===== config.mk =====
export PLATFORM = sky130hd
export DESIGN_NAME = key_ctrl_flat
export DESIGN_NICKNAME = d
export VERILOG_FILES = /design/src/rtl/key_ctrl_if.sv /design/src/rtl/key_ctrl.sv /design/src/flat_wrapper.sv
export SDC_FILE = /design/constraint.sdc
export NUM_CORES = 1
export LEC_CHECK = 0
export CAP_MARGIN = 20
export CORE_MARGIN = 1
export CORE_UTILIZATION = 58
export DETAILED_ROUTE_END_ITERATION = 8
export DONT_BUFFER_PORTS = 1
export GPL_TIMING_DRIVEN = 0
export HOLD_SLACK_MARGIN = 0.02
export PLACE_DENSITY = 0.75
export SYNTH_ARGS = -nofsm -noshare
export SYNTH_HDL_FRONTEND = slang
export SYNTH_SLANG_ARGS = --single-unit

===== constraint.sdc =====
create_clock -name clk -period 5.1 [get_ports clk]
set_clock_uncertainty 0.1 [all_clocks]
set_input_delay 0.255 -clock clk [delete_from_list [all_inputs] [get_ports clk]]
set_output_delay 0.255 -clock clk [all_outputs]
set_load 0.05 [all_outputs]

===== src/rtl/key_ctrl_if.sv =====
// Push-button controller bus: raw buttons in, debounced levels and key pulses out.
interface key_ctrl_if;
  logic [3:0] btn_raw;
  logic [3:0] op_keys;
  logic [3:0] key_state;
  logic       any_press;

  modport master (output btn_raw, input op_keys, input key_state, input any_press);
  modport slave  (input btn_raw, output op_keys, output key_state, output any_press);
endinterface


===== src/rtl/key_ctrl.sv =====
// Four-key synchronizer, debouncer and press/auto-repeat pulse generator.
// Every output is a flop; btn_raw only reaches the first synchronizer stage.
module key_ctrl #(
  parameter int unsigned DEBOUNCE_CYCLES = 500000,
  parameter int unsigned REPEAT_DELAY    = 12500000,
  parameter int unsigned REPEAT_RATE     = 5000000,
  parameter logic [3:0]  REPEAT_MASK     = 4'b1110
) (
  input  logic        clk,
  input  logic        rst,
  key_ctrl_if.slave   bus
);

  localparam int unsigned DB_W = (DEBOUNCE_CYCLES < 2) ? 1 : $clog2(DEBOUNCE_CYCLES + 1);
  localparam logic [DB_W-1:0] DB_LAST  = DB_W'(DEBOUNCE_CYCLES - 1);
  localparam logic [23:0]     DLY_LAST = 24'(REPEAT_DELAY - 1);
  localparam logic [23:0]     DLY_SAT  = 24'(REPEAT_DELAY);
  localparam logic [23:0]     RPT_LAST = 24'(REPEAT_RATE - 1);

  typedef enum logic [1:0] {
    IDLE,
    HELD_DELAY,
    HELD_REPEAT
  } state_t;

  logic [3:0]      r_sync1;
  logic [3:0]      r_sync2;
  logic [DB_W-1:0] r_db_cnt [4];
  logic [3:0]      r_key;
  state_t          r_state  [4];
  logic [23:0]     r_rep_cnt[4];
  logic [3:0]      r_op;
  logic            r_any;

  logic [DB_W-1:0] w_db_cnt_next [4];
  logic [3:0]      w_key_next;
  state_t          w_state_next  [4];
  logic [23:0]     w_rep_cnt_next[4];
  logic [3:0]      w_pulse;

  always_ff @(posedge clk or posedge rst) begin
    if (rst) begin
      r_sync1 <= '0;
      r_sync2 <= '0;
      r_key   <= '0;
      r_op    <= '0;
      r_any   <= 1'b0;
      for (int unsigned k = 0; k < 4; k++) begin
        r_db_cnt[k]  <= '0;
        r_state[k]   <= IDLE;
        r_rep_cnt[k] <= '0;
      end
    end else begin
      r_sync1 <= bus.btn_raw;
      r_sync2 <= r_sync1;
      r_key   <= w_key_next;
      r_op    <= w_pulse;
      r_any   <= |w_pulse;
      for (int unsigned k = 0; k < 4; k++) begin
        r_db_cnt[k]  <= w_db_cnt_next[k];
        r_state[k]   <= w_state_next[k];
        r_rep_cnt[k] <= w_rep_cnt_next[k];
      end
    end
  end

  // FSM decisions use the next debounced level so the press pulse lands on the
  // same edge key_state rises, and a release can never coincide with a repeat.
  always_comb begin
    w_key_next = r_key;
    w_pulse    = '0;
    for (int unsigned k = 0; k < 4; k++) begin
      w_db_cnt_next[k]  = '0;
      w_state_next[k]   = r_state[k];
      w_rep_cnt_next[k] = r_rep_cnt[k];

      if (r_sync2[k] != r_key[k]) begin
        if (r_db_cnt[k] == DB_LAST) begin
          w_key_next[k] = ~r_key[k];
        end else begin
          w_db_cnt_next[k] = r_db_cnt[k] + DB_W'(1);
        end
      end

      case (r_state[k])
        IDLE: begin
          w_rep_cnt_next[k] = '0;
          if (w_key_next[k]) begin
            w_pulse[k]      = 1'b1;
            w_state_next[k] = HELD_DELAY;
          end
        end
        HELD_DELAY: begin
          if (!w_key_next[k]) begin
            w_state_next[k]   = IDLE;
            w_rep_cnt_next[k] = '0;
          end else if (REPEAT_MASK[k] && (r_rep_cnt[k] == DLY_LAST)) begin
            w_pulse[k]        = 1'b1;
            w_rep_cnt_next[k] = '0;
            w_state_next[k]   = HELD_REPEAT;
          end else if (r_rep_cnt[k] != DLY_SAT) begin
            w_rep_cnt_next[k] = r_rep_cnt[k] + 24'd1;
          end
        end
        HELD_REPEAT: begin
          if (!w_key_next[k]) begin
            w_state_next[k]   = IDLE;
            w_rep_cnt_next[k] = '0;
          end else if (r_rep_cnt[k] == RPT_LAST) begin
            w_pulse[k]        = 1'b1;
            w_rep_cnt_next[k] = '0;
          end else if (r_rep_cnt[k] != 24'hFF_FFFF) begin
            w_rep_cnt_next[k] = r_rep_cnt[k] + 24'd1;
          end
        end
        default: begin
          w_state_next[k]   = IDLE;
          w_rep_cnt_next[k] = '0;
        end
      endcase
    end
  end

  assign bus.op_keys   = r_op;
  assign bus.key_state = r_key;
  assign bus.any_press = r_any;

endmodule


===== src/flat_wrapper.sv =====
// flat-port wrapper written by rule: the top's interface ports become plain ports
module key_ctrl_flat 
#(
  parameter int unsigned DEBOUNCE_CYCLES = 500000,
  parameter int unsigned REPEAT_DELAY    = 12500000,
  parameter int unsigned REPEAT_RATE     = 5000000,
  parameter logic [3:0]  REPEAT_MASK     = 4'b1110
)
  (clk, rst, bus_btn_raw, bus_op_keys, bus_key_state, bus_any_press);
  key_ctrl_if bus_i ();
  input  logic clk;
  input  logic rst;
  input wire logic [$bits(bus_i.btn_raw)-1:0] bus_btn_raw;
  output wire logic [$bits(bus_i.op_keys)-1:0] bus_op_keys;
  output wire logic [$bits(bus_i.key_state)-1:0] bus_key_state;
  output wire logic [$bits(bus_i.any_press)-1:0] bus_any_press;
  assign bus_i.btn_raw = bus_btn_raw;
  assign bus_op_keys = bus_i.op_keys;
  assign bus_key_state = bus_i.key_state;
  assign bus_any_press = bus_i.any_press;
  key_ctrl #(.DEBOUNCE_CYCLES(DEBOUNCE_CYCLES), .REPEAT_DELAY(REPEAT_DELAY), .REPEAT_RATE(REPEAT_RATE), .REPEAT_MASK(REPEAT_MASK)) u_core (.clk(clk), .rst(rst), .bus(bus_i));
endmodule

== After elaboration in Yosys (flattened, before gate mapping) ==
Index checks and enable logic that the tools add are counted.

* Bits of input ports: 6
* Bits in registers: 197

* Bitwise logic cells: 4
* Multiplexer cells: 83
* Equal/unequal tests: 50
* Add/subtract/negate cells: 8
* Reduce and logical (&&, ||, !) cells: 14

{| class="wikitable"
|+ Operator list
! kind !! count
|-
| 24-bit two-way mux || 23
|-
| 24-bit inequality test, second input constant || 8
|-
| 24-bit one-hot mux with 2 select lines || 4
|-
| 19-bit two-way mux || 8
|-
| 24-bit by 1-bit adder with 24-bit output, second input constant || 4
|-
| 24-bit by 23-bit equality test with 1-bit output, second input constant || 4
|-
| 19-bit by 1-bit adder with 19-bit output, second input constant || 4
|-
| 19-bit equality test, second input constant || 4
|-
| 24-bit equality test, second input constant || 3
|-
| 2-bit two-way mux || 14
|-
| 4-bit inequality test, second input constant || 7
|-
| 1-bit two-way mux || 26
|-
| 2-bit one-hot mux with 3 select lines || 3
|-
| 3-bit inequality test, second input constant || 4
|-
| 2-bit AND reduction || 5
|-
| 1-bit one-hot mux with 3 select lines || 3
|-
| 3-bit AND reduction || 3
|-
| 2-bit by 1-bit equality test with 1-bit output, second input constant || 4
|-
| 2-bit equality test, second input constant || 4
|-
| 2-bit zero test || 4
|-
| 2-bit by 1-bit inequality test with 1-bit output, second input constant || 4
|-
| 2-bit inequality test, second input constant || 4
|-
| 1-bit inequality test || 4
|-
| 1-bit inverter || 4
|-
| other kinds (4) || 4
|}

== Longest topological paths before layout ==
* Word-level depth: 6
* Depth in mapped cells: 9
* Depth with buffers taken out: 7

== Least setup slack after synthesis ==
OpenSTA, ideal clock, no wires.

* Path kind: register to register
* From: reg u_core.r_db_cnt[7] in the netlist's numbering
* To: reg u_core.r_rep_cnt[1] in the netlist's numbering
* Setup time: 0.125 ns
* Stages on the path, launching flop included: 7
* Setup slack: 2.423 ns
* Buffers on the path: 0
* Clock period less this slack: 2.677 ns
* Data arrival time: 2.452 ns
* Cell sequence: dfrtp_1 or4b_2 nor4_1 mux2i_1 inv_1 o21ai_0 mux2_2

* Longest elaborated chain between the ends: 5
* Elaborated cells between the ends (all ways): 9
* Those cells by class: eq/ne (3); mux (5); reduce/logical (1)

{| class="wikitable"
|+ Ends and longest elaborated chain
! what !! line !! RTL
|-
| start, declared || key_ctrl.sv:28 || <nowiki>logic [DB_W-1:0] r_db_cnt [4];</nowiki>
|-
| start signal, assigned by index || key_ctrl.sv:60 || <nowiki>r_db_cnt[k] <= w_db_cnt_next[k];</nowiki>
|-
| 19-bit equality test * || key_ctrl.sv:78 || <nowiki>if (r_db_cnt[k] == DB_LAST) begin</nowiki>
|-
| 1-bit two-way mux * || key_ctrl.sv:78 ||
|-
| 1-bit two-way mux * || key_ctrl.sv:77 || <nowiki>if (r_sync2[k] != r_key[k]) begin</nowiki>
|-
| net u_core.w_key_next[3] || key_ctrl.sv:36 || <nowiki>logic [3:0] w_key_next;</nowiki>
|-
| 4-bit inequality test (no source line), or another cell as far along || -- ||
|-
| 2-bit AND reduction (no source line) / 24-bit one-hot mux with 2 select lines (equally long branches) || -- ||
|-
| end signal, assigned by index || key_ctrl.sv:62 || <nowiki>r_rep_cnt[k] <= w_rep_cnt_next[k];</nowiki>
|-
| end, declared || key_ctrl.sv:31 || <nowiki>logic [23:0] r_rep_cnt[4];</nowiki>
|}

The timed path passes the listed nets; every way through them passes the cells marked *.
A chain may end at the register's enable or synchronous reset.

== Final worst setup path ==
* From: reg u_core.r_db_cnt[7] in the netlist's numbering
* To: reg u_core.r_rep_cnt[20] in the netlist's numbering

The elaborated chain is that of the path after synthesis.

==> impl_metrics.toml <==
[grt]
grt_pass1_vias = 6247
grt_max_degree = 90
grt_remaining_overflow = 0
antenna_found_initial = 0
grt_util_all_layers_pct = 23.6
grt_pass1_wl_mm = 30.1

[synth]
ys_seq_area_share_pct = 48.3
syn-instance-count = 934
synth.area.top_cells = "dfrtp_1 48%, xnor2_1 6.5%, xor2_1 6.2%, nand2_1 5.1%, nor2_1 3.9%"
ys_types = 57
async_reset_ff_share_pct = 100
syn-num-nets = 963
synthDominantCellAreaShare_pct = 48.3
avgSynthCellArea_um2 = 9.55
synth_seq_cells = 172
yosysWarnings = 0
synth-edff-count = 0
syn_area_mm2 = 0.00892
synth.largest_area_cell = "dfrtp_1"
synthFlopType = "dfrtp_1"

[floorplanning]
ios = 15
initial_core_util_pct = 60.4
core_mm2 = 0.0148
row_count = 44
dieArea_mm2 = 0.0159
dieWidth_um = 126
die_y_um = 126

[place]
gp_congestion = 0.836
numPortBuffers = 0
dp_hpwl_mm = 11.5
place_ws_ns = 1.66
placed_cell_area_mm2 = 0.00918

[layout]
drive_gt1_share_pct = 5.56
layout_commonest_cell = "dfrtp_1"
diodes = 0
fin_area_mm2 = 0.00979
mostFrequentLayoutCells = "172 x dfrtp_1, 121 x nand2_1, 93 x nor2_1, 66 x xnor2_1, 63 x xor2_1"
syn_to_final_growth_pct = 9.78
num-nets-final = 988

[clock_network]
ctsResizeCount = 0
cts-buffers-inserted = 17
cts_buffer_depth = 2
cts_hold_buf = 5
post_cts_buffers = 0
worstSkewPairLatency_ns = 0.43
cts_root_buffer = "clkbuf_16"
cts_tree = "done"
cts.sinks = 172
clk_pin_slew_ns = 0.06
cts_max_level = 4

[route]
route.detailed.drc = 0
drt_iter0_markers = 529
viasPerCell = 5.62
firstDrtPassIters = 5
detail-route-antenna-nets = 0
wl_mm = 16.9
post_drt_wl_per_cell_um = 14.6
routed-via-count = 6502

[pwr]
power.density_mw_per_mm2 = 273
ir_drop_v = 0.000247
leakage_uw = 0.00417
p_total_uw = 2670

[timing]
period_share_pct = 67.0
setup_slack_ns = 1.68
finalSetupViolCount = 0
hold_ws_ns = 0.248
slew_violations = 0
post-route-min-period_ns = 3.42
fmax_mhz = 293
max_slew_margin_pct = 43.7
rsz0062_at_grt = "no"
hold_violations = 0
fin_tns_setup_ns = 0
worstMarginPinSlew_ns = 0.838

[worst_setup_path]
required_ns = 5.28
arrival_ns = 3.59
worstSetupPathType = "reg -> reg"
cp_max_fo = 10
cp-end-kind = "flop"
cp-start-kind = "flop"

[min_path]
hold_class = "reg -> reg"

[run]
maxCapViolations = 0

[outcome]
outcome = "completed"
[worst max-delay path: stages, from the launching register on]
cell      delay (ns)
dfrtp_1         0.42
or4b_2          0.68
nor4_1          0.40
mux2i_1         0.57
inv_1           0.20
o21ai_0         0.30
clkbuf_1        0.41
o21ai_0         0.17
[registers in the layout, summed over array words and instances, names as in the netlist]
signal                count
u_core.r_db_cnt          76
u_core.bus.op_keys        4
u_core.bus.key_state      4
u_core.r_sync2            4
u_core.bus.any_press      1
u_core.r_rep_cnt         72
u_core.r_sync1            4
u_core.r_state            7
[worst paths after layout]
kind | from | depth (start not counted) | slack [ns] | to
min in group asynchronous | rst | 2 | 0.31 | u_core.r_db_cnt[48]
setup reg to reg | u_core.r_db_cnt[7] | 7 | 1.68 | u_core.r_rep_cnt[20]
max in group asynchronous | rst | 3 | 3.74 | u_core.r_rep_cnt[39]
setup / recovery | u_core.r_db_cnt[7] | 7 | 1.68 | u_core.r_rep_cnt[20]
hold / removal | u_core.r_sync1[3] | 0 | 0.25 | u_core.r_sync2[3]
hold reg to reg | u_core.r_sync1[3] | 0 | 0.25 | u_core.r_sync2[3]
[metal layers]
| layer | track usage [%] | vias up | routed length (um) |
|---|---|---|---|
| met5 | 0 | - | 0 |
| met4 | 5.74 | 0 | 144 |
| met3 | 5.18 | 12 | 462 |
| met2 | 35.8 | 80 | 7720 |
| met1 | 34.5 | 3119 | 8550 |
| li1 | - | 3291 | - |
[Yosys cell counts, types with 3 or more instances]
master	instances
ha_1	23
or4_1	7
inv_1	34
o22ai_1	3
mux2i_1	4
dfrtp_1	172
and4_1	12
xnor2_1	66
nor2b_1	3
nor2_1	93
o21ai_1	22
clkbuf_1	14
nor3b_1	3
nand3_1	59
o21ai_0	38
nand2b_1	4
nor3_1	21
xor2_1	63
or3_1	16
o31ai_1	5
nand2_1	121
nor4_1	16
buf_6	3
and3_1	22
nor4b_1	10
or4b_1	5
nand4_1	25
or2_2	5
a21oi_1	17
and2_1	10
[final cells by class]
class                      count  area (um^2)
clock buffer                  22          464
sequential                   172         4300
tap                          184          230
buffer                        21          111
timing repair buffer           6         77.6
multi-input combinational    706         4370
clock inverter                10         92.6
fill                        1195         4970
inverter                      35          139
[logic make-up after synthesis]
family | Yosys count | share of synthesized area (%)
muxes | 6 | 0.702
buffers and inverters | 56 | 2.72
xor gates and xnor gates | 129 | 12.7
and+or+nand+nor | 447 | 25.8
AOI/OAI and AO/OA | 101 | 6.65
DFF | 172 | 48.3
adders and majority gates | 23 | 3.23
[stage by stage]
step           std cells  util [%]
6_report            1156      66.3
3_5_place_dp        1119      62.2
4_1_cts             1156      66.3
3_3_place_gp        1118      62.0
5_1_grt             1156      66.3
2_1_floorplan        934         -
[where the power goes]
group          total (uW)  switching [uW]  leakage [uW]  internal (uW)
clock network        1220             528      0.000262            696
logic                59.1            43.6       0.00154           15.5
registers            1380            9.10       0.00238           1380
Note: power is estimated with default switching activity, not from simulation.
